## src/rtl/spi_bridge.sv

```systemverilog
// SPI mode-0 slave front end: synchronises sclk/cs_n/mosi into clk, shifts bytes in and out MSB first.
// Latency: byte_sync/data_in appear 1 clk after the synchronised 8th sclk rise; tx reload 2 clks after byte_sync.
// Backpressure: none; the master must respect the minimum sclk phase width, and the decoder answers within 2 clks.
module spi_bridge #(
    parameter int SYNC_STAGES = 2   // legal range 2..3
) (
    input  logic       clk,
    input  logic       rst,
    input  logic       sclk,
    input  logic       cs_n,
    input  logic       mosi,
    output logic       miso,
    output logic       byte_sync,
    output logic [7:0] data_in,
    input  logic [7:0] data_out
);

    localparam logic [0:0] ST_IDLE   = 1'b0;
    localparam logic [0:0] ST_ACTIVE = 1'b1;

    // Synchroniser chains; the MSB of each vector is the synchronised value.
    logic [SYNC_STAGES-1:0] sclk_sync;
    logic [SYNC_STAGES-1:0] cs_sync;
    logic [SYNC_STAGES-1:0] mosi_sync_r;

    // Marks how far genuine pin samples have propagated since reset release.
    logic [SYNC_STAGES-1:0] fill;

    logic       sclk_s;
    logic       cs_s;
    logic       mosi_s;
    logic       sync_ok;

    logic       sclk_d;
    logic       cs_d;
    logic       sclk_rise;
    logic       sclk_fall;
    logic       cs_fall;
    logic       cs_rise;

    logic       armed;
    logic       frame_start;

    logic [0:0] state;
    logic [2:0] bit_cnt;
    logic [7:0] rx_shift;
    logic [7:0] tx_shift;
    logic [1:0] ld_pipe;
    logic [7:0] rx_next;

    assign sclk_s  = sclk_sync[SYNC_STAGES-1];
    assign cs_s    = cs_sync[SYNC_STAGES-1];
    assign mosi_s  = mosi_sync_r[SYNC_STAGES-1];
    assign sync_ok = fill[SYNC_STAGES-1];

    // Resynchronise the three SPI pins; idle-level reset values avoid false edges on release.
    always_ff @(posedge clk or posedge rst) begin
        if (rst) begin
            sclk_sync   <= '0;
            cs_sync     <= '1;
            mosi_sync_r <= '0;
        end else begin
            sclk_sync   <= {sclk_sync[SYNC_STAGES-2:0], sclk};
            cs_sync     <= {cs_sync[SYNC_STAGES-2:0], cs_n};
            mosi_sync_r <= {mosi_sync_r[SYNC_STAGES-2:0], mosi};
        end
    end

    // Track when the synchronisers hold real pin samples rather than reset values.
    always_ff @(posedge clk or posedge rst) begin
        if (rst) begin
            fill <= '0;
        end else begin
            fill <= {fill[SYNC_STAGES-2:0], 1'b1};
        end
    end

    // Delayed copies of the synchronised clock and select for edge detection.
    always_ff @(posedge clk or posedge rst) begin
        if (rst) begin
            sclk_d <= 1'b0;
            cs_d   <= 1'b1;
        end else begin
            sclk_d <= sclk_s;
            cs_d   <= cs_s;
        end
    end

    assign sclk_rise = sclk_s & ~sclk_d;
    assign sclk_fall = ~sclk_s & sclk_d;
    assign cs_fall   = ~cs_s & cs_d;
    assign cs_rise   = cs_s & ~cs_d;

    // A frame may only start once cs_n has been genuinely seen high after reset,
    // so a select already low at reset release cannot open a frame mid-transfer.
    always_ff @(posedge clk or posedge rst) begin
        if (rst) begin
            armed <= 1'b0;
        end else if (sync_ok && cs_s) begin
            armed <= 1'b1;
        end
    end

    assign frame_start = cs_fall & armed;
    assign rx_next     = {rx_shift[6:0], mosi_s};

    // Frame state: opens on a qualified select fall, closes on select rise.
    always_ff @(posedge clk or posedge rst) begin
        if (rst) begin
            state <= ST_IDLE;
        end else begin
            case (state)
                ST_IDLE:   if (frame_start) state <= ST_ACTIVE;
                ST_ACTIVE: if (cs_rise)     state <= ST_IDLE;
                default:                    state <= ST_IDLE;
            endcase
        end
    end

    // Receive path: bit counter and shift register; select rise beats a coincident sclk rise.
    always_ff @(posedge clk or posedge rst) begin
        if (rst) begin
            bit_cnt  <= 3'd0;
            rx_shift <= 8'h00;
        end else if (state == ST_IDLE) begin
            if (frame_start) begin
                bit_cnt  <= 3'd0;
                rx_shift <= 8'h00;
            end
        end else if (cs_rise) begin
            bit_cnt <= 3'd0;
        end else if (sclk_rise) begin
            rx_shift <= rx_next;
            bit_cnt  <= bit_cnt + 3'd1;
        end
    end

    // Completed-byte capture and the single-cycle byte_sync strobe.
    always_ff @(posedge clk or posedge rst) begin
        if (rst) begin
            data_in   <= 8'h00;
            byte_sync <= 1'b0;
        end else begin
            byte_sync <= 1'b0;
            if (state == ST_ACTIVE && !cs_rise && sclk_rise && bit_cnt == 3'd7) begin
                data_in   <= rx_next;
                byte_sync <= 1'b1;
            end
        end
    end

    // Delay byte_sync by two clks so the decoder's registered reply is ready for reload.
    always_ff @(posedge clk or posedge rst) begin
        if (rst) begin
            ld_pipe <= 2'b00;
        end else begin
            ld_pipe <= {ld_pipe[0], byte_sync};
        end
    end

    // Transmit path: load at frame start, reload after each byte, shift on sclk fall
    // except at a byte boundary so the freshly loaded MSB is presented first.
    always_ff @(posedge clk or posedge rst) begin
        if (rst) begin
            tx_shift <= 8'h00;
        end else if (state == ST_IDLE) begin
            if (frame_start) tx_shift <= data_out;
        end else if (!cs_rise) begin
            if (ld_pipe[1]) begin
                tx_shift <= data_out;
            end else if (sclk_fall && bit_cnt != 3'd0) begin
                tx_shift <= {tx_shift[6:0], 1'b0};
            end
        end
    end

    // Registered serial output, forced low outside a frame.
    always_ff @(posedge clk or posedge rst) begin
        if (rst) begin
            miso <= 1'b0;
        end else begin
            miso <= (state == ST_ACTIVE) ? tx_shift[7] : 1'b0;
        end
    end

endmodule
```

## config.mk

```make
export PLATFORM = sky130hd
export DESIGN_NAME = spi_bridge
export DESIGN_NICKNAME = d
export VERILOG_FILES = /design/src/rtl/spi_bridge.sv
export SDC_FILE = /design/constraint.sdc
export NUM_CORES = 1
export LEC_CHECK = 0
export CORE_ASPECT_RATIO = 2
export CORE_MARGIN = 3
export CORE_UTILIZATION = 57
export DETAILED_ROUTE_END_ITERATION = 12
export PLACE_DENSITY = 0.82
export SYNTH_ARGS = -nofsm -noshare
export SYNTH_HDL_FRONTEND = slang
export SYNTH_SLANG_ARGS = --single-unit
```

## constraint.sdc

```tcl
create_clock -name clk -period 4.44 [get_ports clk]
set_clock_uncertainty 0.1 [all_clocks]
set_input_delay 1.332 -clock clk [delete_from_list [all_inputs] [get_ports clk]]
set_output_delay 1.332 -clock clk [all_outputs]
set_load 0.01 [all_outputs]
```

# Yosys cells after proc, flatten, opt, wreduce, memory -nomap -nowiden
# Cells that the tools add are included.
# totals
regBits	42
input_bits	13
out_inout_bits	10
elab_cells	60
# classes
n_addsub	1
n_eq_ne	5
mux	18
bitwise	10
reduce_logical	11
# op_table
operator	count
$mux W8	5
$mux W7	4
$mux W3	4
$reduce_and A3 Y1	2
$and A1 B1 Y1	5
$logic_and A1 B1 Y1	5
$not A1 Y1	5
$mux W1	4
$ne A2 B2 Y1 const B	2
$add A3 B1 Y3 const B	1
$eq A3 B3 Y1 const B	1
$ne A3 B1 Y1 const B	1
$ne A3 B3 Y1 const B	1
$reduce_bool A3 Y1	1
$pmux W1 S2	1
$reduce_and A2 Y1	1
$reduce_bool A2 Y1	1
$logic_not A1 Y1	1

# Depth between registers and ports, before layout
# Gate-level depths: netlist (run 1).
# depth
ltp_word	7
mapped_depth	6
ltp_nobuf	5

# Worst setup path before layout (run 1)
# OpenSTA, ideal clock, no wires.
# synth_timing
path_type	input to register
start	in data_out[2]
end	reg tx_shift[2]
setup_time_ps	125
arrival_ps	1818
t_required_ps	4215
slack_ps	2397
cell_stages	2
n_path_buf	0
path_cell_list	mux2_2 -> mux2_4
# synth_via
elab_chain_len	3
word_cells_on_any_way	4
classes_between	mux (4)
# synth_rtl
item	line_no	source
start, declared	15	input logic [7:0] data_out
$mux W8	169	if (ld_pipe[1]) begin
$mux W8	168	end else if (!cs_rise) begin
$mux W8 *	166	end else if (state == ST_IDLE) begin
end signal, assigned	167	if (frame_start) tx_shift <= data_out;
end signal, assigned	170	tx_shift <= data_out;
end signal, assigned	172	tx_shift <= {tx_shift[6:0], 1'b0};
end, declared	47	logic [7:0] tx_shift;
# Mark *: on every way between the ends. The rest lies on a longest branch, timed or not. The select of a mux whose other input is x is not followed.
# A chain may end at the register's enable or synchronous reset.

# Final worst setup path (run 1)
# layout_timing
start	reg byte_sync
end	out byte_sync
# layout_lines
item	line_no	source
start, declared	13	output logic byte_sync,
start signal, assigned	142	byte_sync <= 1'b0;
start signal, assigned	144	byte_sync <= 1'b0;
start signal, assigned	147	byte_sync <= 1'b1;
# No word-level cell between the ends.

==> impl_metrics.toml, run 1 <==
[cts]
clock_latency_ns = 0.29
cts_max_path_buffers = 2
cts.clk_slew.worst_paths_ns = 0.07
cts-root-buf = "clkbuf_8"
htreeDepth = 2
cts_made_buffers = 5
cts_tree = "done"
cts_resized = 0
ctsHoldBuffers = 0
cts_setup_buffers = 0
cts_sinks = 42

[cells_and_area]
layout_common_cells = "39 x dfrtp_1, 22 x clkdlybuf4s50_1, 14 x mux2_2"
nNetsFinal = 161
final_area_sq_mm = 0.00203
fin_cells = 175
areaGrowthSynthToFinish_pct = 19.4
n_antenna_cell = 0
layout_commonest_cell = "dfrtp_1"
drive_gt1_frac = 0.295
final_core_util = 0.724

[setup_path]
regToRegEndpoint = "tx_shift[1]"
path_depth = 1
end_kind = "output port"
required_ns = 3.01
crit_end = "byte_sync"
critPathLaunchType = "flip-flop"
cp.buffers_inverters = 1
r2r_start = "state"
crit_start = "byte_sync"
rrSetupSlack_ns = 2.41
path_cells = "clkdlybuf4s50_1"
crit_type = "flip-flop to output port"
crit_slowest_cell = "clkdlybuf4s50_1"
worstPathArrival_ns = 1.21
slowest_delay_ns = 0.56
cpLargestDelayFamily = "buffers and inverters"
crit_path_max_fanout = 2
reg2reg_depth = 4

[floorplanning]
num_rows = 27
core_sq_mm = 0.00280
start_util = 0.606
die_h_microns = 83.2
die_w_microns = 44.6
dieArea_sq_mm = 0.00371
num_io_pins = 23

[routing]
wl_met3_microns = 138
wl_per_cell_microns = 16.1
vias = 971
routed_via_density = 5.55
drt_pre_antenna_iters = 4
top_layer = "met4"
routed_wl_microns = 2820
drtAntennaViolNets = 0
route.met2.wl_microns = 1560
wl_met1_microns = 1060
drcViolationCount = 0
drtIter0Drc = 8

[yosys]
synth.area.mux_share = 0.155
synth.distinct_cells = 28
ys_ff_latch = 42
yosys.area.top_type = "dfrtp_1"
synthSimpleGateAreaFrac = 0.0854
synthesis.nets = 135
synth_xor_area_frac = 0
synthCells = 119
syn_area_per_cell_sq_um = 14.3
netlist_top_cells_area = "dfrtp_1 57%, mux2_2 9.3%, mux2_4 6.2%"
yosysSeqAreaShare = 0.620
synth.cell_area_sq_mm = 0.00170
ys.warnings.count = 0
synth_compound_area_frac = 0.0831
synth_top_area_share = 0.574
synth_top_family_by_area = "multiplexers"
synth_fa_ha_area_frac = 0.0221

[placed_design]
io_buffers = 22
place_area_sq_mm = 0.00194
gp_congestion = 0.736
dp_hpwl_microns = 2030
dp.cells = 167

[global_routing]
grt_pass1_wl_microns = 4960
track_usage = 0.181
first_global_vias = 1078
grt_max_degree = 43
antenna_found_initial = 0
overflow = 0

[sta]
finalHoldViolations = 0
hold_slack_ns = 0.256
worstMarginPinSlew_ns = 0.900
maxSlewHeadroom = 0.399
drv_slew = 0
period_needed_ns = 2.64
max_freq_mhz = 379
rsz0062_at_grt = "no"
tns_ns = 0
post-route-period-util = 0.595
setup_viol = 0

[pwr]
powerDensity_mw_per_mm2 = 423
ir_drop_v = 0.000361
p_leak_nw = 0.955

[flow_run]
maxCapViolations = 0

[worst_hold_path]
hold_path.class = "flip-flop to flip-flop"

[run_status]
status = "finished, final reports clean"
per-stage QoR:
step           total power [mW]  setup slack [ns]
2_1_floorplan             0.582              2.04
3_3_place_gp              0.614              1.98
3_5_place_dp              0.623              1.95
4_1_cts                   0.871              1.77
5_1_grt                   0.906              1.74
6_report                  0.860              1.80
final cells by class:
| class | count | area (sq um) |
|---|---|---|
| timing repair buffer | 23 | 228 |
| inverter | 8 | 30.0 |
| clock buffer | 7 | 86.3 |
| clock inverter | 1 | 5.00 |
| fill | 202 | 773 |
| sequential | 42 | 1050 |
| tap | 29 | 36.3 |
| multi-input combinational | 65 | 591 |
cells in the mapped netlist:
cell type  count
nor2_1         1
o21ai_0        7
inv_1          8
mux2_2        14
mux2_4         7
ha_1           3
conb_1         1
nor2_4         1
a211oi_1       1
a21oi_1        1
nand2b_1       2
o21ai_2        1
and2b_4        1
and2_1         1
a21bo_2        7
dfrtp_1       39
buf_6          1
dfstp_2        3
nand3_4        1
nor2b_1        1
a21o_1         1
clkbuf_1       1
buf_2          2
nand3b_1       1
o21a_1         1
nand2_1        1
nand4_1        9
nand3_1        2
report_power, final:
part           total (mW)  leakage [nW]  internal (mW)  switching [mW]
combinational       0.149         0.372         0.0937          0.0557
clock               0.247        0.0482          0.125           0.121
sequential          0.463         0.534          0.433          0.0301
flip-flops by register name, summed over array words and instances (netlist names):
name / cells
ld_pipe: 2
mosi_sync_r: 2
fill: 2
armed: 1
sclk_d: 1
byte_sync: 1
bit_cnt: 3
rx_shift: 7
data_in: 8
sclk_sync: 2
cs_d: 1
cs_sync: 2
miso: 1
state: 1
tx_shift: 8
how the worst min path moves through the flow:
stage	from	end	slack (ns)	cells past startpoint
2_1_floorplan	fill[0]	fill[1]	0.23	0
4_1_cts	ld_pipe[0]	ld_pipe[1]	0.26	0
3_5_place_dp	ld_pipe[0]	ld_pipe[1]	0.24	0
5_1_grt	cs_sync[0]	cs_sync[1]	0.27	0
6_report	ld_pipe[0]	ld_pipe[1]	0.26	0
3_3_place_gp	ld_pipe[0]	ld_pipe[1]	0.23	0
per-layer routing:
layer,GRT usage,up-vias
met5,0,-
met4,0.0907,0
met3,0.0477,7
met2,0.308,21
met1,0.195,477
li1,-,466
kinds of logic (layout without fill, tap and decap cells):
kind of cell    count (synthesis)  in the layout
flops                          42             42
other cells                     1              1
fa+ha+maj                       3              3
compound gates                 19             19
buf+inv                        12             39
mux                            21             21
simple gates                   21             21
Note: power is estimated with default switching activity, not from simulation.
==> inputs of run 2 (changes only) <==
--- a/config.mk
+++ b/config.mk
@@ -7,9 +7,9 @@
 export LEC_CHECK = 0
 export CORE_ASPECT_RATIO = 2
 export CORE_MARGIN = 3
-export CORE_UTILIZATION = 57
+export CORE_UTILIZATION = 48
 export DETAILED_ROUTE_END_ITERATION = 12
-export PLACE_DENSITY = 0.82
+export PLACE_DENSITY = 0.74
 export SYNTH_ARGS = -nofsm -noshare
 export SYNTH_HDL_FRONTEND = slang
 export SYNTH_SLANG_ARGS = --single-unit
==> constraint.sdc (replaced) <==
create_clock -name clk -period 2.25 [get_ports clk]
set_clock_uncertainty 0.1 [all_clocks]
set_input_delay 0.675 -clock clk [delete_from_list [all_inputs] [get_ports clk]]
set_output_delay 0.675 -clock clk [all_outputs]
set_load 0.01 [all_outputs]
==> run 2 against run 1 <==
Net effect:
- critical path depth is the same
- design area grew 5.4%
- hold slack gained 0.0047 ns
- flip-flop and latch count is the same
- via count grew 3.5%
- register-to-register slack lost 2.1 ns
- global-route usage shrank 2.6 points
- critical path type unchanged
- highest routed layer unchanged
==> impl_metrics.toml, run 2 (synthesized netlist as in run 1, its figures left out) <==
[floorplanning]
num_io_pins = 23
start_util = 0.498
die_w_microns = 48.1
core_sq_mm = 0.00342
dieArea_sq_mm = 0.00434
die_h_microns = 90.2
num_rows = 30

[sta]
tns_ns = 0
worstMarginPinSlew_ns = 0.607
drv_slew = 0
rsz0062_at_grt = "no"
maxSlewHeadroom = 0.595
setup_viol = 0
hold_slack_ns = 0.260
finalHoldViolations = 0
period_needed_ns = 1.98
post-route-period-util = 0.879
max_freq_mhz = 506

[cts]
cts_setup_buffers = 0
cts_sinks = 42
cts_tree = "done"
cts_resized = 0
cts_max_path_buffers = 2
cts-root-buf = "clkbuf_8"
clock_latency_ns = 0.29
cts_made_buffers = 5
htreeDepth = 2
cts.clk_slew.worst_paths_ns = 0.08
ctsHoldBuffers = 0

[pwr]
power_mw = 1.95
p_leak_nw = 0.997
ir_drop_v = 0.000548
powerDensity_mw_per_mm2 = 909

[cells_and_area]
fin_cells = 197
fillers = 269
final_core_util = 0.627
areaGrowthSynthToFinish_pct = 25.9
layout_commonest_cell = "dfrtp_1"
drive_gt1_frac = 0.315
reg.largest.list = "data_in x8, tx_shift x8, rx_shift x7"
layout_common_cells = "39 x dfrtp_1, 22 x clkdlybuf4s50_1, 14 x mux2_2"
nNetsFinal = 164
n_antenna_cell = 0

[routing]
drt_pre_antenna_iters = 4
vias = 1005
drtIter0Drc = 37
routed_via_density = 5.10
drcViolationCount = 0
drtAntennaViolNets = 0
routed_wl_microns = 2810
wl_per_cell_microns = 14.2

[setup_path]
required_ns = 1.47
slowest_delay_ns = 0.54
crit_path_max_fanout = 2
critPathLaunchType = "flip-flop"
crit_type = "flip-flop to output port"
path_cells = "clkdlybuf4s50_1"
cp.buffers_inverters = 1
crit_slowest_cell = "clkdlybuf4s50_1"
worstPathArrival_ns = 1.20
cpLargestDelayFamily = "buffers and inverters"
end_kind = "output port"
rrSetupSlack_ns = 0.35

[placed_design]
dp_hpwl_microns = 1970
io_buffers = 22
dp.cells = 189
gp_congestion = 0.696

[global_routing]
top_usage_layer = "met2"
grt_pass1_wl_microns = 4720
grtUsageMet3 = 0.0481
grt_max_degree = 35
overflow = 0
track_usage = 0.155
grt_use_met2 = 0.256
antenna_found_initial = 0
met1_usage = 0.159
first_global_vias = 1079

[worst_hold_path]
hold_path.class = "flip-flop to flip-flop"

[run_status]
status = "finished, final reports clean"

[flow_run]
maxCapViolations = 0
[run 2: metal layers]
layer	part of all wire	up-vias
li1	-	473
met3	0.043	7
met2	0.55	22
met5	0	-
met1	0.38	503
met4	0.028	0
[run 2: through the flow]
step | cell area, sq um | setup WS [ns]
6_report | 2140 | 0.273
3_3_place_gp | 2000 | 0.422
5_1_grt | 2140 | 0.238
4_1_cts | 2140 | 0.254
3_5_place_dp | 2000 | 0.351
2_1_floorplan | 1700 | 0.506
[run 2: path summary, 6_finish.rpt]
path	depth (start not counted)	to	start
min reg2reg	0	mosi_sync_r[1]	mosi_sync_r[0]
max in group asynchronous	3	data_in[4]	rst
max	1	data_in[0]	data_in[0]
min	0	mosi_sync_r[1]	mosi_sync_r[0]
min in group asynchronous	2	fill[0]	rst
max reg2reg	4	tx_shift[2]	cs_d
[run 2: layout make-up]
cell class	count	area, sq um	area share
Inverter	8	30.0	0.0140
Clock buffer	6	82.6	0.0386
Clock inverter	2	60.1	0.0281
Timing Repair Buffer	26	263	0.123
Multi-Input combinational cell	65	591	0.276
Sequential cell	42	1050	0.493
Tap cell	48	60.1	0.0281
[run 2: power by group]
part	switching, mW	internal [mW]
clock network	0.256	0.473
registers	0.0500	0.855
logic	0.119	0.194
